[config.mk]
export PLATFORM = sky130hd
export DESIGN_NAME = axi4_lite_master
export DESIGN_NICKNAME = d
export VERILOG_FILES = /design/src/rtl/axi4_lite_master.sv
export SDC_FILE = /design/constraint.sdc
export NUM_CORES = 1
export LEC_CHECK = 0
export ABC_CLOCK_PERIOD_IN_PS = 7200
export CAP_MARGIN = 20
export CORE_AREA = 2 2 114 116
export DETAILED_ROUTE_END_ITERATION = 16
export DIE_AREA = 0 0 116 118
export GPL_TIMING_DRIVEN = 1
export PLACE_DENSITY = 0.79
export SETUP_SLACK_MARGIN = 0.02
export SLEW_MARGIN = 30
export SYNTH_ARGS = -nofsm -noshare
export SYNTH_HDL_FRONTEND = slang
export SYNTH_SLANG_ARGS = --single-unit
[constraint.sdc]
create_clock -name clk -period 7.2 [get_ports clk]
set_input_delay 2.16 -clock clk [delete_from_list [all_inputs] [get_ports clk]]
set_output_delay 2.16 -clock clk [all_outputs]
set_load 0.01 [all_outputs]
[src/rtl/axi4_lite_master.sv]
// AXI4-Lite single-outstanding master bridging TLP decoder requests to AXI and back.
// Optional watchdog enabled by defining A4LM_TIMEOUT_EN.
module axi4_lite_master #(
  parameter int ADDR_W      = 32,
  parameter int TIMEOUT_CYC = 1024
) (
  input  logic              clk,
  input  logic              reset,
  input  logic [ADDR_W-1:0] a4lm_addr,
  input  logic [31:0]       a4lm_wr_data,
  input  logic              a4lm_wr_cmd,
  input  logic              a4lm_rd_cmd,
  output logic              a4lm_valid,
  output logic [31:0]       a4lm_data,
  output logic [2:0]        a4lm_err_code,
  output logic [ADDR_W-1:0] m_axi_awaddr,
  output logic              m_axi_awvalid,
  input  logic              m_axi_awready,
  output logic [31:0]       m_axi_wdata,
  output logic [3:0]        m_axi_wstrb,
  output logic              m_axi_wvalid,
  input  logic              m_axi_wready,
  input  logic [1:0]        m_axi_bresp,
  input  logic              m_axi_bvalid,
  output logic              m_axi_bready,
  output logic [ADDR_W-1:0] m_axi_araddr,
  output logic              m_axi_arvalid,
  input  logic              m_axi_arready,
  input  logic [31:0]       m_axi_rdata,
  input  logic [1:0]        m_axi_rresp,
  input  logic              m_axi_rvalid,
  output logic              m_axi_rready
);

  typedef enum logic [2:0] {
    IDLE    = 3'd0,
    WR_REQ  = 3'd1,
    WR_RESP = 3'd2,
    RD_REQ  = 3'd3,
    RD_RESP = 3'd4,
    DONE    = 3'd5
  } state_t;

  state_t            state_r, state_s;
  logic [ADDR_W-1:0] addr_r, addr_s;
  logic [31:0]       wdata_r, wdata_s;
  logic              awvalid_r, awvalid_s;
  logic              wvalid_r, wvalid_s;
  logic              arvalid_r, arvalid_s;
  logic              bready_r, bready_s;
  logic              rready_r, rready_s;
  logic              valid_r, valid_s;
  logic [31:0]       data_r, data_s;
  logic [2:0]        err_r, err_s;
  logic              busy_s;
  logic              timeout_s;

  assign busy_s = (state_r == WR_REQ) || (state_r == WR_RESP) ||
                  (state_r == RD_REQ) || (state_r == RD_RESP);

`ifdef A4LM_TIMEOUT_EN
  localparam int CNT_W = $clog2(TIMEOUT_CYC + 1);
  logic [CNT_W-1:0] wdog_r;

  // Watchdog counts only while a transaction is outstanding.
  always_ff @(posedge clk or posedge reset) begin
    if (reset) begin
      wdog_r <= '0;
    end else if (busy_s) begin
      wdog_r <= wdog_r + CNT_W'(1);
    end else begin
      wdog_r <= '0;
    end
  end

  assign timeout_s = busy_s && (wdog_r == CNT_W'(TIMEOUT_CYC));
`else
  assign timeout_s = 1'b0;
`endif

  // Next-state and next-output logic; every output is taken from a register.
  always_comb begin
    state_s   = state_r;
    addr_s    = addr_r;
    wdata_s   = wdata_r;
    awvalid_s = awvalid_r;
    wvalid_s  = wvalid_r;
    arvalid_s = arvalid_r;
    valid_s   = 1'b0;
    data_s    = data_r;
    err_s     = err_r;
    if (timeout_s) begin
      awvalid_s = 1'b0;
      wvalid_s  = 1'b0;
      arvalid_s = 1'b0;
      data_s    = 32'h0;
      err_s     = 3'b100;
      valid_s   = 1'b1;
      state_s   = DONE;
    end else begin
      case (state_r)
        IDLE: begin
          if (a4lm_wr_cmd) begin
            addr_s    = a4lm_addr;
            wdata_s   = a4lm_wr_data;
            awvalid_s = 1'b1;
            wvalid_s  = 1'b1;
            state_s   = WR_REQ;
          end else if (a4lm_rd_cmd) begin
            addr_s    = a4lm_addr;
            arvalid_s = 1'b1;
            state_s   = RD_REQ;
          end else begin
            state_s   = IDLE;
          end
        end
        WR_REQ: begin
          // AW and W retire independently; leave only when both have.
          awvalid_s = awvalid_r && !m_axi_awready;
          wvalid_s  = wvalid_r && !m_axi_wready;
          if (!awvalid_s && !wvalid_s) begin
            state_s = WR_RESP;
          end else begin
            state_s = WR_REQ;
          end
        end
        WR_RESP: begin
          if (m_axi_bvalid && bready_r) begin
            data_s  = 32'h0;
            err_s   = {1'b0, m_axi_bresp};
            valid_s = 1'b1;
            state_s = DONE;
          end else begin
            state_s = WR_RESP;
          end
        end
        RD_REQ: begin
          if (arvalid_r && m_axi_arready) begin
            arvalid_s = 1'b0;
            state_s   = RD_RESP;
          end else begin
            state_s   = RD_REQ;
          end
        end
        RD_RESP: begin
          if (m_axi_rvalid && rready_r) begin
            data_s  = (m_axi_rresp == 2'b00) ? m_axi_rdata : 32'h0;
            err_s   = {1'b0, m_axi_rresp};
            valid_s = 1'b1;
            state_s = DONE;
          end else begin
            state_s = RD_RESP;
          end
        end
        DONE: begin
          state_s = IDLE;
        end
        default: begin
          awvalid_s = 1'b0;
          wvalid_s  = 1'b0;
          arvalid_s = 1'b0;
          state_s   = IDLE;
        end
      endcase
    end
    bready_s = (state_s == IDLE) || (state_s == WR_RESP);
    rready_s = (state_s == IDLE) || (state_s == RD_RESP);
  end

  // State and output registers.
  always_ff @(posedge clk or posedge reset) begin
    if (reset) begin
      state_r   <= IDLE;
      addr_r    <= '0;
      wdata_r   <= 32'h0;
      awvalid_r <= 1'b0;
      wvalid_r  <= 1'b0;
      arvalid_r <= 1'b0;
      bready_r  <= 1'b0;
      rready_r  <= 1'b0;
      valid_r   <= 1'b0;
      data_r    <= 32'h0;
      err_r     <= 3'b000;
    end else begin
      state_r   <= state_s;
      addr_r    <= addr_s;
      wdata_r   <= wdata_s;
      awvalid_r <= awvalid_s;
      wvalid_r  <= wvalid_s;
      arvalid_r <= arvalid_s;
      bready_r  <= bready_s;
      rready_r  <= rready_s;
      valid_r   <= valid_s;
      data_r    <= data_s;
      err_r     <= err_s;
    end
  end

  assign a4lm_valid    = valid_r;
  assign a4lm_data     = data_r;
  assign a4lm_err_code = err_r;
  assign m_axi_awaddr  = addr_r;
  assign m_axi_araddr  = addr_r;
  assign m_axi_awvalid = awvalid_r;
  assign m_axi_wdata   = wdata_r;
  assign m_axi_wstrb   = 4'hF;
  assign m_axi_wvalid  = wvalid_r;
  assign m_axi_bready  = bready_r;
  assign m_axi_arvalid = arvalid_r;
  assign m_axi_rready  = rready_r;

endmodule

==> summary by stage <==
Outcome
The flow ran to the end, and the final reports show no timing, DRC or antenna violations.

Worst setup path
The nature of the critical path startpoint is an input port. The critical path goes through clkdlybuf4s50_1, nand4b_1, a21o_2, buf_4, nand2_1, o31ai_2. The end of the critical path is a4lm_data[25]. The type of destination of the critical path is a register. The destination of the worst register-to-register timing path is m_axi_araddr[28]. The delay of the slowest critical-path stage is 0.60 ns. The critical path's slowest cell is sky130_fd_sc_hd__buf_4. The depth of the worst register-to-register path is 4. The startpoint of the worst-slack reg-to-reg timing path is state_r[0]. STA puts the critical path data arrival time at 3.93 ns. The required time of the critical path is 7.43 ns. The worst setup path startpoint is m_axi_bvalid.

Along the worst path, the maximum fanout reaches 58. The critical path is of the in2reg type. For flop-to-flop paths, the worst setup slack is 4.97 ns.

Logic synthesis
Of all flip-flops after synthesis, the portion carrying an async set or reset was 100.0%. The synthesis-stage register bit count is 107. The Yosys step of the flow raised 0 warnings. For this run, the register share of the synthesized area comes to 55.14%. The number of flops mapped to enable cells by yosys is 0. The count of different cell masters after synthesis is 41. A synthesized cell averages 12.65 um2.

The predominant post-synthesis flop cell is sky130_fd_sc_hd__dfrtp_1. The cell count after synthesis is 384. The cell area that synthesis handed to floorplanning was 4856 um2.

Floorplanning
The initial core utilization is 39.12%. The top-level port count is 250. The die width is 116 um.

The height of the die is 118 um. The total die area is 13690 um2. In this run the core area contains 41 standard-cell rows. The area inside the core boundary is 12410 um2.

Timing
Summed over all failing endpoints, the final setup total negative slack is 0 ns. At the pin with the least slew margin, the transition time is 0.9174 ns. For the finished layout, the period the worst path requires is 3.701 ns. The largest clock skew in the final design is 0.008691 ns. The post-route fraction of the period consumed by the critical path is 51.40%. Based on the critical path, the design can be clocked at up to 270.2 MHz. In this run the tightest slew margin relative to its limit is 38.84%. The number of endpoints failing setup at the final stage is 0. In the post-route analysis, the smallest setup slack over all paths is 3.499 ns.

The number of hold violations in the final report was 0. The max-slew violation total from the final report was 0. Setup repair after global routing left no endpoint under its margin.

Global routing
The number of antenna violations at the first check in global routing is 0. Entering global routing, the biggest net connects 69 pins. Global routing used 16.93% of the available tracks. The via count of the first global-routing pass is 3639.

The first global-routing pass estimated 18260 um of wire. The remaining global-route overflow is 0.

Finish
At the end of the flow, the number of nets in the layout was 698. The fill cell instance count of the final layout is 1017. Compared with the post-synthesis result, the final layout area differs by 54.16%. The total inserted antenna cells is 0.

Cells with a size suffix above 1 make up 10.32% of the layout. After routing the design area is 7486 um2.

Detailed routing
The number of iterations in the first detailed-routing pass is 4. In this run, the number of DRC markers left after iteration 0 of detailed routing was 136. The per-cell via count in the routed design is 4.582. The count of unresolved DRC violations after routing is 0.

The wire length per cell after detailed routing is 15.17 um. For this block, the routed nets add up to 11580 um of wire. The count of nets left with antenna violations after detail routing is 0. The routed layout has 3496 vias.

Clock network
Buffers inserted during clock tree synthesis total 9. In this run, post-CTS hold repair placed 0 buffers. The buffer cell driving the clock tree root is sky130_fd_sc_hd__clkbuf_16. The clock input transition at the sequential cells of the worst setup and hold paths is 0.06 ns. TritonCTS built the clock tree. The worst-skew pair later-pin latency is 0.34 ns. In this run the number of H-tree levels came out at 3. The number of clock sinks is 107. The number of setup buffers added after CTS is 0. The maximum clock insertion buffer count is 2. After clock tree synthesis, the repair step resized 0 gates.

Worst hold path
Along the worst hold path, the cell count comes to 2. The class of the worst hold path is reg2reg.

Placed design
The congestion estimate from routability-driven global placement came to 0.7294. Timing analysis after detailed placement gives a worst setup slack of 3.134 ns. The port buffer count is 244. The placement-stage cell area is 7117 um2. Once detailed placement completed, the half-perimeter wirelength came to 8818 um.

Pwr
VDD sags by at most 0.1520 mV. The power density over the cells is 386.7 nW/um2. For this design the static power due to leakage is 3.249 nW.

Run
The max-cap check violation count is 0.
==> routing by layer <==
metal | share of wire (%) | global-route usage, % | wire, um
met5 | 0 | 0 | 0
met4 | 1.7 | 5.878 | 198
met3 | 7.4 | 3.759 | 858
met2 | 52 | 30.12 | 6007
met1 | 39 | 19.83 | 4512
==> how the worst min path moves through the flow <==
stage,end,slack (ns),start
finish,a4lm_data[30],0.48,a4lm_data[30]
global route,m_axi_wdata[10],0.51,m_axi_wdata[10]
global placement,a4lm_data[4],0.47,a4lm_data[4]
floorplan,a4lm_data[30],0.52,a4lm_data[30]
CTS,a4lm_data[4],0.49,a4lm_data[4]
detailed placement,m_axi_wdata[27],0.47,m_axi_wdata[27]
==> registers in the layout (all words and copies together), names as in the netlist <==
register	cells
a4lm_data	32
a4lm_err_code	2
a4lm_valid	1
m_axi_araddr	32
m_axi_arvalid	1
m_axi_awvalid	1
m_axi_bready	1
m_axi_rready	1
m_axi_wdata	32
m_axi_wvalid	1
state_r	3
==> where the power goes <==
part	leakage (nW)	internal (mW)	switching [mW]
clock network	0.166	0.348	0.209
registers	1.34	0.837	0.172
logic	1.74	0.795	0.534
==> cell families (layout without fill, tap and decap cells) <==
logic type                 count (synthesis)  count (layout)  share of synthesized area (%)
and+or+nand+nor                           60              60                          6.365
buffers and inverters                     97             301                          11.98
adders and majority gates                  2               2                         0.5152
other                                      2               5                         0.1547
AOI/OAI and AO/OA                         50              50                          10.59
DFF                                      107             107                          55.14
muxes                                     66              66                          15.25
==> cells in the mapped netlist (3+ instances only) <==
| library cell | number | area share (%) |
|---|---|---|
| sky130_fd_sc_hd__nand3_1 | 3 | 0.31 |
| sky130_fd_sc_hd__mux2_1 | 60 | 14 |
| sky130_fd_sc_hd__o21ai_0 | 3 | 0.31 |
| sky130_fd_sc_hd__buf_4 | 43 | 6.6 |
| sky130_fd_sc_hd__a21o_1 | 3 | 0.46 |
| sky130_fd_sc_hd__a21oi_1 | 3 | 0.31 |
| sky130_fd_sc_hd__inv_1 | 36 | 2.8 |
| sky130_fd_sc_hd__buf_2 | 9 | 0.93 |
| sky130_fd_sc_hd__mux2_2 | 4 | 0.93 |
| sky130_fd_sc_hd__dfrtp_1 | 107 | 55 |
| sky130_fd_sc_hd__nand2_1 | 38 | 2.9 |
| sky130_fd_sc_hd__o31ai_2 | 30 | 7.7 |
| sky130_fd_sc_hd__buf_6 | 6 | 1.4 |
==> per-stage QoR <==
step / utilization (%) / instances / total power, mW / hold slack, ns
finish: 60.30 / 763 / 2.895 / 0.4820
global route: 60.30 / 763 / 3.067 / 0.5068
CTS: 60.08 / 762 / 2.929 / 0.4897
detailed placement: 57.33 / 747 / 2.366 / 0.4737
global placement: 57.33 / 747 / 2.327 / 0.4660
floorplan: - / 387 / 1.715 / 0.5162
==> layout by cell type (no fill, tap or decap), drive strengths merged, types with 2 or more instances in the layout <==
cell type and count:
nand2 39, clkbuf 11, ha 2, clkdlybuf4s50 244, o31ai 32, buf 5, mux2 64, mux2i 2
conb 5, a21oi 3, nor3b 2, nor2 3, nand3 3, nor2b 2, dfrtp 107, bufinv 3
o21a 2, nand4b 2, a21o 3, o21ai 5, inv 37
==> final cells by class <==
| type | instances | area [um2] | area share, % |
|---|---|---|---|
| clock inverter | 4 | 98.84 | 1.320 |
| timing repair buffer | 249 | 2500 | 33.39 |
| inverter | 37 | 141.4 | 1.889 |
| multi-input combinational | 183 | 1610 | 21.51 |
| tap | 172 | 215.2 | 2.875 |
| sequential | 107 | 2678 | 35.77 |
| clock buffer | 11 | 242.7 | 3.243 |
==> critical path: cells and delay by family <==
kind	cells	cell delay, ns
AND/OR/NAND/NOR	2	0.28
buffers and inverters	2	1.05
AO/OA/AOI/OAI	2	0.41
Note: power is estimated with default switching activity, not from simulation.
